**config.mk**
```make
export PLATFORM = sky130hd
export DESIGN_NAME = uart_tx_queue
export DESIGN_NICKNAME = d
export VERILOG_FILES = /design/src/rtl/uart_pkg.sv /design/src/rtl/uart_sync_fifo.sv /design/src/rtl/uart_tx_queue.sv
export SDC_FILE = /design/constraint.sdc
export NUM_CORES = 1
export LEC_CHECK = 0
export ABC_AREA = 1
export CAP_MARGIN = 40
export CELL_PAD_IN_SITES_DETAIL_PLACEMENT = 1
export CELL_PAD_IN_SITES_GLOBAL_PLACEMENT = 1
export CORE_MARGIN = 4
export CORE_UTILIZATION = 54
export DETAILED_ROUTE_END_ITERATION = 8
export DONT_BUFFER_PORTS = 1
export GPL_ROUTABILITY_DRIVEN = 0
export PLACE_DENSITY_LB_ADDON = 0.1
export RECOVER_POWER = 50
export REMOVE_ABC_BUFFERS = 1
export SLEW_MARGIN = 15
export SYNTH_ARGS = -nofsm -noshare
export SYNTH_HDL_FRONTEND = slang
export SYNTH_SLANG_ARGS = --single-unit
```
**constraint.sdc**
```tcl
create_clock -name Clk -period 7.8 [get_ports Clk]
set_clock_uncertainty 0.2 [all_clocks]
set_input_delay 2.34 -clock Clk [delete_from_list [all_inputs] [get_ports Clk]]
set_output_delay 2.34 -clock Clk [all_outputs]
set_load 0.01 [all_outputs]
```
**src/rtl/uart_pkg.sv**
```systemverilog
// Shared constants for the UART transmit path: data width, default queue depth
// and the transmit-queue state encoding.
package uart_pkg;

    localparam int UART_DATA_W   = 8;
    localparam int DEFAULT_DEPTH = 16;

    localparam logic [0:0] ST_IDLE = 1'b0;
    localparam logic [0:0] ST_SEND = 1'b1;

endpackage

```
**src/rtl/uart_sync_fifo.sv**
```systemverilog
// Single-clock FIFO with wrap-bit pointers, occupancy count and a flush that
// discards queued entries. Usable for either direction of the UART.
module uart_sync_fifo
    import uart_pkg::*;
#(
    parameter int  DEPTH = DEFAULT_DEPTH,
    parameter int  W     = UART_DATA_W,
    localparam int AW    = $clog2(DEPTH)
) (
    input  logic         Clk,
    input  logic         Rst,
    input  logic [W-1:0] WrData,
    input  logic         WrEn,
    input  logic         RdEn,
    input  logic         Flush,
    output logic [W-1:0] RdData,
    output logic         Full,
    output logic         Empty,
    output logic [AW:0]  Count
);

    logic [W-1:0] mem [DEPTH];
    logic [AW:0]  wrPtr;
    logic [AW:0]  rdPtr;
    logic         doPush;
    logic         doPop;

    assign Empty  = (wrPtr == rdPtr);
    assign Full   = (wrPtr[AW] != rdPtr[AW]) && (wrPtr[AW-1:0] == rdPtr[AW-1:0]);
    assign doPush = WrEn && !Full && !Flush;
    assign doPop  = RdEn && !Empty && !Flush;
    assign Count  = wrPtr - rdPtr;
    assign RdData = mem[rdPtr[AW-1:0]];

    // Flush snaps the read pointer to the pre-edge write pointer, so a push
    // arriving in the same cycle is lost along with the queued bytes.
    always_ff @(posedge Clk or posedge Rst) begin
        if (Rst) begin
            wrPtr <= '0;
            rdPtr <= '0;
        end else if (Flush) begin
            rdPtr <= wrPtr;
        end else begin
            if (doPush) wrPtr <= wrPtr + 1'b1;
            if (doPop)  rdPtr <= rdPtr + 1'b1;
        end
    end

    always_ff @(posedge Clk) begin
        if (doPush) mem[wrPtr[AW-1:0]] <= WrData;
    end

endmodule

```
**src/rtl/uart_tx_queue.sv**
```systemverilog
// Byte queue feeding uart_tx: buffers host bytes and hands them over one frame
// at a time, advancing on each TxDone pulse.
//
// state   | meaning
// --------+----------------------------------------------------------
// ST_IDLE | no frame owned by uart_tx; pop as soon as a byte is queued
// ST_SEND | TxEn high, TxData held; TxDone pops next byte or returns idle
module uart_tx_queue
    import uart_pkg::*;
#(
    parameter int  DEPTH = DEFAULT_DEPTH,
    localparam int AW    = $clog2(DEPTH)
) (
    input  logic                   Clk,
    input  logic                   Rst,
    input  logic [UART_DATA_W-1:0] InData,
    input  logic                   InValid,
    output logic                   InReady,
    input  logic                   Flush,
    output logic [UART_DATA_W-1:0] TxData,
    output logic                   TxEn,
    input  logic                   TxDone,
    output logic [AW:0]            Count,
    output logic                   Busy,
    output logic                   Overflow
);

    logic [0:0]             state;
    logic                   full;
    logic                   empty;
    logic                   push;
    logic                   pop;
    logic [UART_DATA_W-1:0] head;

    assign InReady = !full;
    assign push    = InValid && !full;
    assign Busy    = TxEn || (Count != '0);

    always_comb begin
        pop = 1'b0;
        if (!Flush && !empty) begin
            if (state == ST_IDLE)    pop = 1'b1;
            else if (TxDone)         pop = 1'b1;
        end
    end

    uart_sync_fifo #(
        .DEPTH (DEPTH),
        .W     (UART_DATA_W)
    ) uFifo (
        .Clk    (Clk),
        .Rst    (Rst),
        .WrData (InData),
        .WrEn   (push),
        .RdEn   (pop),
        .Flush  (Flush),
        .RdData (head),
        .Full   (full),
        .Empty  (empty),
        .Count  (Count)
    );

    always_ff @(posedge Clk or posedge Rst) begin
        if (Rst) begin
            state    <= ST_IDLE;
            TxEn     <= 1'b0;
            TxData   <= '0;
            Overflow <= 1'b0;
        end else begin
            Overflow <= InValid && full;
            case (state)
                ST_IDLE: begin
                    if (pop) begin
                        TxData <= head;
                        TxEn   <= 1'b1;
                        state  <= ST_SEND;
                    end
                end
                ST_SEND: begin
                    if (TxDone) begin
                        if (pop) begin
                            TxData <= head;
                        end else begin
                            TxEn  <= 1'b0;
                            state <= ST_IDLE;
                        end
                    end
                end
                default: begin
                    TxEn  <= 1'b0;
                    state <= ST_IDLE;
                end
            endcase
        end
    end

endmodule

```
==> impl_metrics.toml, run 1 <==
[outcome]
status = "completed"

[clocking]
htreeDepth = 4
cts_resized = 0
clk_latency_ns = 0.42
cts_buffers = 17
root_buffer = "clkbuf_16"
postCtsSetupRepairBufs = 0
cts_num_sinks = 149
clk_pin_slew_ns = 0.05
hold_buffers = 0
cts_tree = "done"
ctsLongestPathBuffers = 2

[synth]
synth.distinct_cells = 33
synth_common_cells = "nand2_1 (227), edfxtp_1 (128), inv_1 (86)"
yosys_most_used_dff = "edfxtp_1"
synth_top_area_cell = "edfxtp_1"
synth_warnings = 0
synth_most_common_cell = "nand2_1"
synth.avg_cell_area_sq_um = 10.19
ys_seq_elements = 149
yosysTopAreaCellShare_pct = 57.14
synthArstFlopShare_pct = 14.09
synth_cells = 660
synthTopCellsByArea = "edfxtp_1 (57%), nand2_1 (13%), dfrtp_1 (7.8%)"
synth_edf_count = 128
ys_seq_area_share_pct = 64.96
synth_area_sq_um = 6726

[worst_setup_path]
rr_worst_depth = 8
crit_path_start = "uFifo.rdPtr[0]$_DFFE_PP0P_"
critPathKind = "reg2out"
critPathRequiredTime_ns = 5.26
arrival_ns = 2.59
critPathCaptureType = "output port"
r2r_end = "uFifo.mem[13][5]$_DFFE_PP_"
r2r-start = "uFifo.rdPtr[2]$_DFFE_PP0P_"
crit_path_start_kind = "flop"
regToRegSetupSlack_ns = 3.55
cp_max_fo = 70

[run]
maxCapViolCount = 0

[sta]
worstMarginPinSlew_ns = 1.307
fin_setup_tns_ns = 0
setup_viol = 0
slew_violations = 0
min_period_over_period_pct = 65.78
final_hold_viol_count = 0
setup_ws_ns = 2.669
rsz0062_at_grt = "no"
max_freq_ghz = 0.1949
fin_crit_ns = 5.131
timing.hold.ws_ns = 0.2730
maxSlewHeadroom_pct = 12.64

[floorplanning]
rows = 40
core_sq_um = 12110
die_h_um = 119.6
start_util_pct = 55.54
dieArea_sq_um = 14310
pin_count = 30
die_w_um = 119.6

[drt]
viasPerCell = 5.592
vias = 4748
totalWireLength_um = 17970
firstDrtPassIters = 5
drt_iter0_markers = 442
drc = 0
wl_per_cell_um = 21.16
ant_nets = 0

[grt]
overflow = 0
grt_max_degree = 71
grt_usage_pct = 26.27
grt_pass1_wl_um = 27440
antenna_found_initial = 0
grt_pass1_vias = 4796

[min_path]
hold_start = "state$_DFF_PP0_"
min_to = "TxEn$_DFFE_PP0P_"
whs_path_depth = 1
hold_path.class = "reg2reg"

[cells_and_area]
drive_above_1_share_pct = 8.370
n_antenna_cell = 0
area_growth_pct = 10.45
nFillCells = 1341
nets = 691

[placement]
dpl.hpwl_um = 11730
preCtsSetupSlack_ns = 3.101
port_buffers = 0

[power_and_ir_drop]
power.leakage_nw = 3.175
ir_worst_vdd_v = 0.0002650
p_per_area_nw_per_um2 = 375.4
## cells in the final DEF (no fill, tap or decap), types with 11 or more instances in the layout
cell type,netlist,final
o21ai_0,9,11
nor3_1,15,15
clkbuf_16,0,17
a21oi_1,12,12
nor2_1,11,11
nand3_1,82,83
inv_1,86,86
dfrtp_1,21,20
edfxtp_1,128,128
nand2_1,227,227
## cells by family after synthesis
group | after synthesis | share of synthesized area (%)
adder cells (fa/ha/maj) | 10 | 1.972
AND/OR/NAND/NOR | 344 | 21.82
flip-flops | 149 | 64.96
XOR/XNOR | 8 | 1.153
AO/OA/AOI/OAI | 30 | 2.381
buffers and inverters | 119 | 7.719
## registers in the layout (all words and copies together), names as in the netlist
name and count:
TxEn 1, Overflow 1, uFifo.mem 128, uFifo.rdPtr 5, state 1, TxData 8, uFifo.wrPtr 5
## power breakdown
group / switching [W] / internal [W] / leakage (nW) / total, W
clock network: 0.000312 / 0.000469 / 0.267 / 0.000782
registers: 0.0000775 / 0.000950 / 1.40 / 0.00103
logic: 0.000691 / 0.000288 / 1.51 / 0.000979
total: 0.00108 / 0.00171 / 3.18 / 0.00279
## cell type report
cell class | instances | area (sq um) | area share, %
Sequential cell | 149 | 4370 | 58.82
Multi-Input combinational cell | 392 | 1826 | 24.57
Clock buffer | 20 | 436.7 | 5.877
Inverter | 88 | 330.3 | 4.446
Tap cell | 168 | 210.2 | 2.829
Timing Repair Buffer | 20 | 128.9 | 1.735
Clock inverter | 12 | 127.6 | 1.718
## per-layer routing
metal / up-vias / track usage, % / share of wire (%)
li1: 2169 / - / -
met1: 2378 / 34.34 / 42
met2: 167 / 42.69 / 49
met3: 34 / 5.608 / 5.4
met4: 0 / 11.45 / 3.0
met5: - / 0 / 0
## metrics by stage
stage	utilization, %	total power, W	instance area (sq um)	cells
floorplan	-	0.001687	6538	629
detailed placement	56.61	0.002008	6857	808
CTS	61.27	0.002800	7421	840
finish	61.34	0.002789	7430	849
global placement	55.85	0.001957	6764	799
global route	61.34	0.002951	7430	849
## worst max-delay path: stages (launching register included)
cell	delay [ns]
dfrtp_2	0.39
buf_4	0.34
ha_1	0.35
fa_1	0.55
inv_1	0.08
nor4_1	0.28
nand3_1	0.17
## worst max path at each step
stage | end | slack [ns]
floorplan | Busy | 2.81
global placement | Busy | 3.14
detailed placement | Busy | 3.10
CTS | Busy | 2.64
global route | Busy | 2.52
finish | Busy | 2.67
Power figures use the tool's default switching activity.
==> inputs of run 2 (changes only) <==
--- a/config.mk
+++ b/config.mk
@@ -10,7 +10,7 @@
 export CELL_PAD_IN_SITES_DETAIL_PLACEMENT = 1
 export CELL_PAD_IN_SITES_GLOBAL_PLACEMENT = 1
 export CORE_MARGIN = 4
-export CORE_UTILIZATION = 54
+export CORE_UTILIZATION = 45
 export DETAILED_ROUTE_END_ITERATION = 8
 export DONT_BUFFER_PORTS = 1
 export GPL_ROUTABILITY_DRIVEN = 0
==> constraint.sdc (replaced) <==
create_clock -name Clk -period 4.5 [get_ports Clk]
set_clock_uncertainty 0.2 [all_clocks]
set_input_delay 1.35 -clock Clk [delete_from_list [all_inputs] [get_ports Clk]]
set_output_delay 1.35 -clock Clk [all_outputs]
set_load 0.01 [all_outputs]
==> run 2 against run 1 <==
Wire length fell by 1.7%. Utilization fell by 9.9 points. Largest cell class unchanged. Sequential power rose by 73%.
==> impl_metrics.toml, run 2 (same netlist as run 1, synthesis figures left out) <==
[clocking]
root_buffer = "clkbuf_16"
cts_num_sinks = 149
ctsLongestPathBuffers = 2
clk_pin_slew_ns = 0.06
cts_resized = 0
clk_latency_ns = 0.43
htreeDepth = 4
postCtsSetupRepairBufs = 0
cts_tree = "done"
cts_buffers = 17
hold_buffers = 0

[power_and_ir_drop]
total_power_w = 0.004858
p_per_area_nw_per_um2 = 647.5
p_sw_share_pct = 39.03
clkPwrFrac_pct = 28.9
p_int_w = 0.002962
seq_power_share_pct = 36.7
ir_worst_vdd_v = 0.0003441
p_comb_share_pct = 34.4
power.leakage_nw = 3.184
switchingPower_w = 0.001896

[cells_and_area]
final_common_cell = "nand2_1"
largest_register_ffs = 128
drive_above_1_share_pct = 8.811
n_antenna_cell = 0
nets = 691
area_growth_pct = 11.53
final_cell_mix = "nand2_1 (227), edfxtp_1 (128), inv_1 (86)"

[grt]
antenna_found_initial = 0
grt_pass1_wl_um = 27710
grt_max_degree = 70
grt_pass1_vias = 4826
grt_usage_pct = 22.43
overflow = 0

[worst_setup_path]
critPathRequiredTime_ns = 2.95
critPathKind = "reg2out"
cp_max_fo = 12
arrival_ns = 2.46
critPathCaptureType = "output port"
crit_path_start_kind = "flop"

[sta]
fin_setup_tns_ns = 0
maxSlewHeadroom_pct = 46.73
worstMarginPinSlew_ns = 0.7990
rsz0062_at_grt = "no"
min_period_over_period_pct = 89.02
setup_viol = 0
final_hold_viol_count = 0
fin_crit_ns = 4.006
setup_ws_ns = 0.4939
max_freq_ghz = 0.2496
slew_violations = 0

[drt]
wl_per_cell_um = 20.42
drc = 0
drt_iter0_markers = 298
firstDrtPassIters = 5
viasPerCell = 5.312
ant_nets = 0
vias = 4595
totalWireLength_um = 17660

[min_path]
hold_path.class = "reg2reg"

[floorplanning]
core_sq_um = 14590
pin_count = 30
start_util_pct = 46.11
dieArea_sq_um = 16970
die_w_um = 130.3
die_h_um = 130.3
rows = 44

[run]
maxCapViolCount = 0

[outcome]
status = "completed"

[placement]
dpl.hpwl_um = 11500
port_buffers = 0
preCtsSetupSlack_ns = 0.9411
==> run 2: cell types whose count changed in the layout (fill, tap and decap cells not counted) <==
cell	previous run	this run
buf_4	2	18
buf_8	1	0
o21ai_1	3	5
nand3_4	0	1
nand3_1	83	82
buf_2	9	0
nor2_1	11	12
clkbuf_2	6	0
clkinv_4	0	3
clkinvlp_4	4	5
nor2_4	1	0
clkbuf_1	4	1
clkinv_2	4	3
o21ai_0	11	9
==> run 2: per-stage QoR <==
step                      utilization [%]  instance area (sq um)  std cells  hold slack (ns)
after floorplan                         -                   6538        629           0.2359
after global placement              47.32                   6904        831           0.2605
after detailed placement            47.56                   6939        833           0.2675
after CTS                           51.55                   7521        865           0.2782
after global routing                51.42                   7502        865           0.2945
final                               51.42                   7502        865           0.2720
==> run 2: critical path: stages, from the launching register on <==
cell     delay, ns
dfrtp_1       0.58
inv_1         0.32
ha_1          0.46
nand2_1       0.09
o21ai_0       0.23
xnor2_1       0.17
nand3_1       0.16
==> run 2: routing by layer <==
layer / GRT usage [%] / vias to the layer above / part of all wire [%]
li1: - / 2172 / -
met1: 30.10 / 2317 / 45
met2: 36.60 / 81 / 49
met3: 4.421 / 25 / 3.8
met4: 7.885 / 0 / 1.7
met5: 0 / - / 0
==> run 2: power by group through the flow <==
| stage | Sequential (W) | Clock, W | Combinational, W |
|---|---|---|---|
| after CTS | 0.00179 | 0.00142 | 0.00170 |
| after floorplan | 0.00186 | 0 | 0.00107 |
| after global placement | 0.00180 | 0 | 0.00164 |
| final | 0.00178 | 0.00140 | 0.00167 |
| after global routing | 0.00180 | 0.00150 | 0.00187 |
| after detailed placement | 0.00181 | 0 | 0.00169 |
==> run 2: path summary, 6_finish.rpt <==
path / to / slack, ns / startpoint / depth (start not counted)
setup / recovery: Busy / 0.49 / uFifo.rdPtr[2]$_DFFE_PP0P_ / 6
min in group asynchronous: TxData[2]$_DFFE_PP0P_ / 0.65 / Rst / 1
max in group asynchronous: uFifo.rdPtr[0]$_DFFE_PP0P_ / 2.43 / Rst / 2
hold / removal: TxEn$_DFFE_PP0P_ / 0.27 / state$_DFF_PP0_ / 1
setup reg to reg: uFifo.mem[2][1]$_DFFE_PP_ / 1.16 / uFifo.rdPtr[2]$_DFFE_PP0P_ / 8
hold reg to reg: TxEn$_DFFE_PP0P_ / 0.27 / state$_DFF_PP0_ / 1
==> run 2: cell type report <==
cell class,count,area [sq um]
fillers,1586,7087
flip-flops and latches,149,4370
multi-input cells,392,1831
clock buffers,17,425.4
inverters,88,330.3
well taps,184,230.2
repair buffers,20,158.9
clock inverters,15,156.4
==> inputs of run 3 (changes only) <==
--- a/config.mk
+++ b/config.mk
@@ -9,6 +9,7 @@
 export CAP_MARGIN = 40
 export CELL_PAD_IN_SITES_DETAIL_PLACEMENT = 1
 export CELL_PAD_IN_SITES_GLOBAL_PLACEMENT = 1
+export CORE_ASPECT_RATIO = 0.9
 export CORE_MARGIN = 4
 export CORE_UTILIZATION = 45
 export DETAILED_ROUTE_END_ITERATION = 8
==> run 3 against run 2 <==
Die area about the same. Clock-buffer cell count grew 9. Sequential power barely moved. Utilization shrank 0.24 points. Global-route usage is 0.32 points higher. Worst setup slack lost 0.063 ns. Design area is essentially flat.
==> impl_metrics.toml, run 3 (same netlist as run 1, synthesis figures left out) <==
[run]
maxCapViolCount = 0

[floorplanning]
die_h_um = 124.0
pin_count = 30
die_w_um = 136.9
dieArea_sq_um = 16970
rows = 42
start_util_pct = 45.88
core_sq_um = 14660

[worst_setup_path]
crit_path_start_kind = "flop"
arrival_ns = 2.52
r2r_end = "uFifo.mem[3][6]$_DFFE_PP_"
critPathRequiredTime_ns = 2.95
regToRegSetupSlack_ns = 1.19
critPathKind = "reg2out"
rr_worst_depth = 8
critPathCaptureType = "output port"
cp_max_fo = 12
r2r-start = "uFifo.rdPtr[2]$_DFFE_PP0P_"

[grt]
grt_pass1_vias = 4841
overflow = 0
grt_usage_pct = 22.75
antenna_found_initial = 0
grt_pass1_wl_um = 27650
grt_max_degree = 70

[cells_and_area]
finalNonFillerCells = 880
n_antenna_cell = 0
final_common_cell = "nand2_1"
multi_input_area_sq_um = 1831
regArea_sq_um = 4370
nFillCells = 1603
area_growth_pct = 11.57
final_cell_mix = "nand2_1 (227), edfxtp_1 (128), inv_1 (86)"
drive_above_1_share_pct = 8.065
nets = 693
largest_register_ffs = 128

[placement]
dp.cells = 849
dpl.hpwl_um = 11360
preCtsSetupSlack_ns = 0.8993
port_buffers = 0

[clocking]
htreeDepth = 4
postCtsSetupRepairBufs = 0
cts_num_sinks = 149
cts_tree = "done"
root_buffer = "clkbuf_16"
cts_buffers = 17
clk_pin_slew_ns = 0.06
cts_resized = 0
hold_buffers = 0
clk_latency_ns = 0.42
ctsLongestPathBuffers = 2

[power_and_ir_drop]
p_per_area_nw_per_um2 = 648.0
ir_worst_vdd_v = 0.0005388
power.leakage_nw = 3.196

[sta]
setup_ws_ns = 0.4305
fin_crit_ns = 4.069
setup_viol = 0
slew_violations = 0
worstMarginPinSlew_ns = 1.175
maxSlewHeadroom_pct = 21.64
max_freq_ghz = 0.2457
final_hold_viol_count = 0
min_period_over_period_pct = 90.43
rsz0062_at_grt = "no"
fin_setup_tns_ns = 0

[min_path]
whs_path_depth = 1
hold_path.class = "reg2reg"
hold_start = "state$_DFF_PP0_"
min_to = "TxEn$_DFFE_PP0P_"

[drt]
wl_per_cell_um = 20.53
firstDrtPassIters = 5
vias = 4555
drt_iter0_markers = 302
ant_nets = 0
totalWireLength_um = 18070
drc = 0
viasPerCell = 5.176

[outcome]
status = "completed"
==> run 3: cell count changes in the layout (fill, tap and decap cells not counted) <==
cell        change
inv_6           -2
buf_4           +3
clkinvlp_4      -5
clkinv_4        -3
clkbuf_1        +6
clkbuf_8        +3
buf_12          -1
==> run 3: worst max-delay path: stages (launching register included) <==
cell and delay (ns):
dfrtp_1 0.58, inv_1 0.34, ha_1 0.50, nand2_1 0.12, o21ai_0 0.22, xnor2_1 0.18
nand3_1 0.17
==> run 3: area by class of cell <==
class | count | share of cell area [%]
clock buffers | 26 | 6.519
flip-flops and latches | 149 | 58.24
clock inverters | 5 | 1.000
repair buffers | 22 | 2.151
well taps | 198 | 3.301
inverters | 88 | 4.401
multi-input cells | 392 | 24.39
==> run 3: routing by layer <==
metal	vias to the layer above	GRT usage, %	wire (um)
li1	2173	-	-
met1	2260	28.85	7753
met2	100	38.89	9164
met3	22	5.331	859
met4	0	7.419	287
met5	-	0	0
==> run 3: how the worst max path moves through the flow <==
stage | startpoint | endpoint | slack (ns) | cells past startpoint
floorplan | uFifo.rdPtr[0]$_DFFE_PP0P_ | Busy | 0.50 | 5
CTS | uFifo.rdPtr[2]$_DFFE_PP0P_ | Busy | 0.38 | 6
detailed placement | uFifo.rdPtr[2]$_DFFE_PP0P_ | Busy | 0.90 | 6
global placement | uFifo.rdPtr[2]$_DFFE_PP0P_ | Busy | 1.04 | 6
global route | uFifo.rdPtr[2]$_DFFE_PP0P_ | Busy | 0.23 | 6
finish | uFifo.rdPtr[2]$_DFFE_PP0P_ | Busy | 0.43 | 6
==> run 3: metrics by stage <==
step                      total power, W  util [%]  hold slack [ns]  cell area (sq um)
after floorplan                 0.002924         -           0.2359               6538
after global placement          0.003433     47.36           0.2547               6944
after detailed placement        0.003509     47.55           0.2841               6972
after CTS                       0.004923     51.40           0.2949               7536
after global routing            0.005177     51.19           0.2998               7505
final                           0.004863     51.19           0.2908               7505
==> run 3: report_power, final <==
part	total (W)	internal [W]	leakage (nW)	switching [W]
registers	0.00179	0.00165	1.40	0.000140
clock network	0.00138	0.000855	0.278	0.000527
logic	0.00169	0.000493	1.52	0.00120
total	0.00486	0.00299	3.20	0.00187
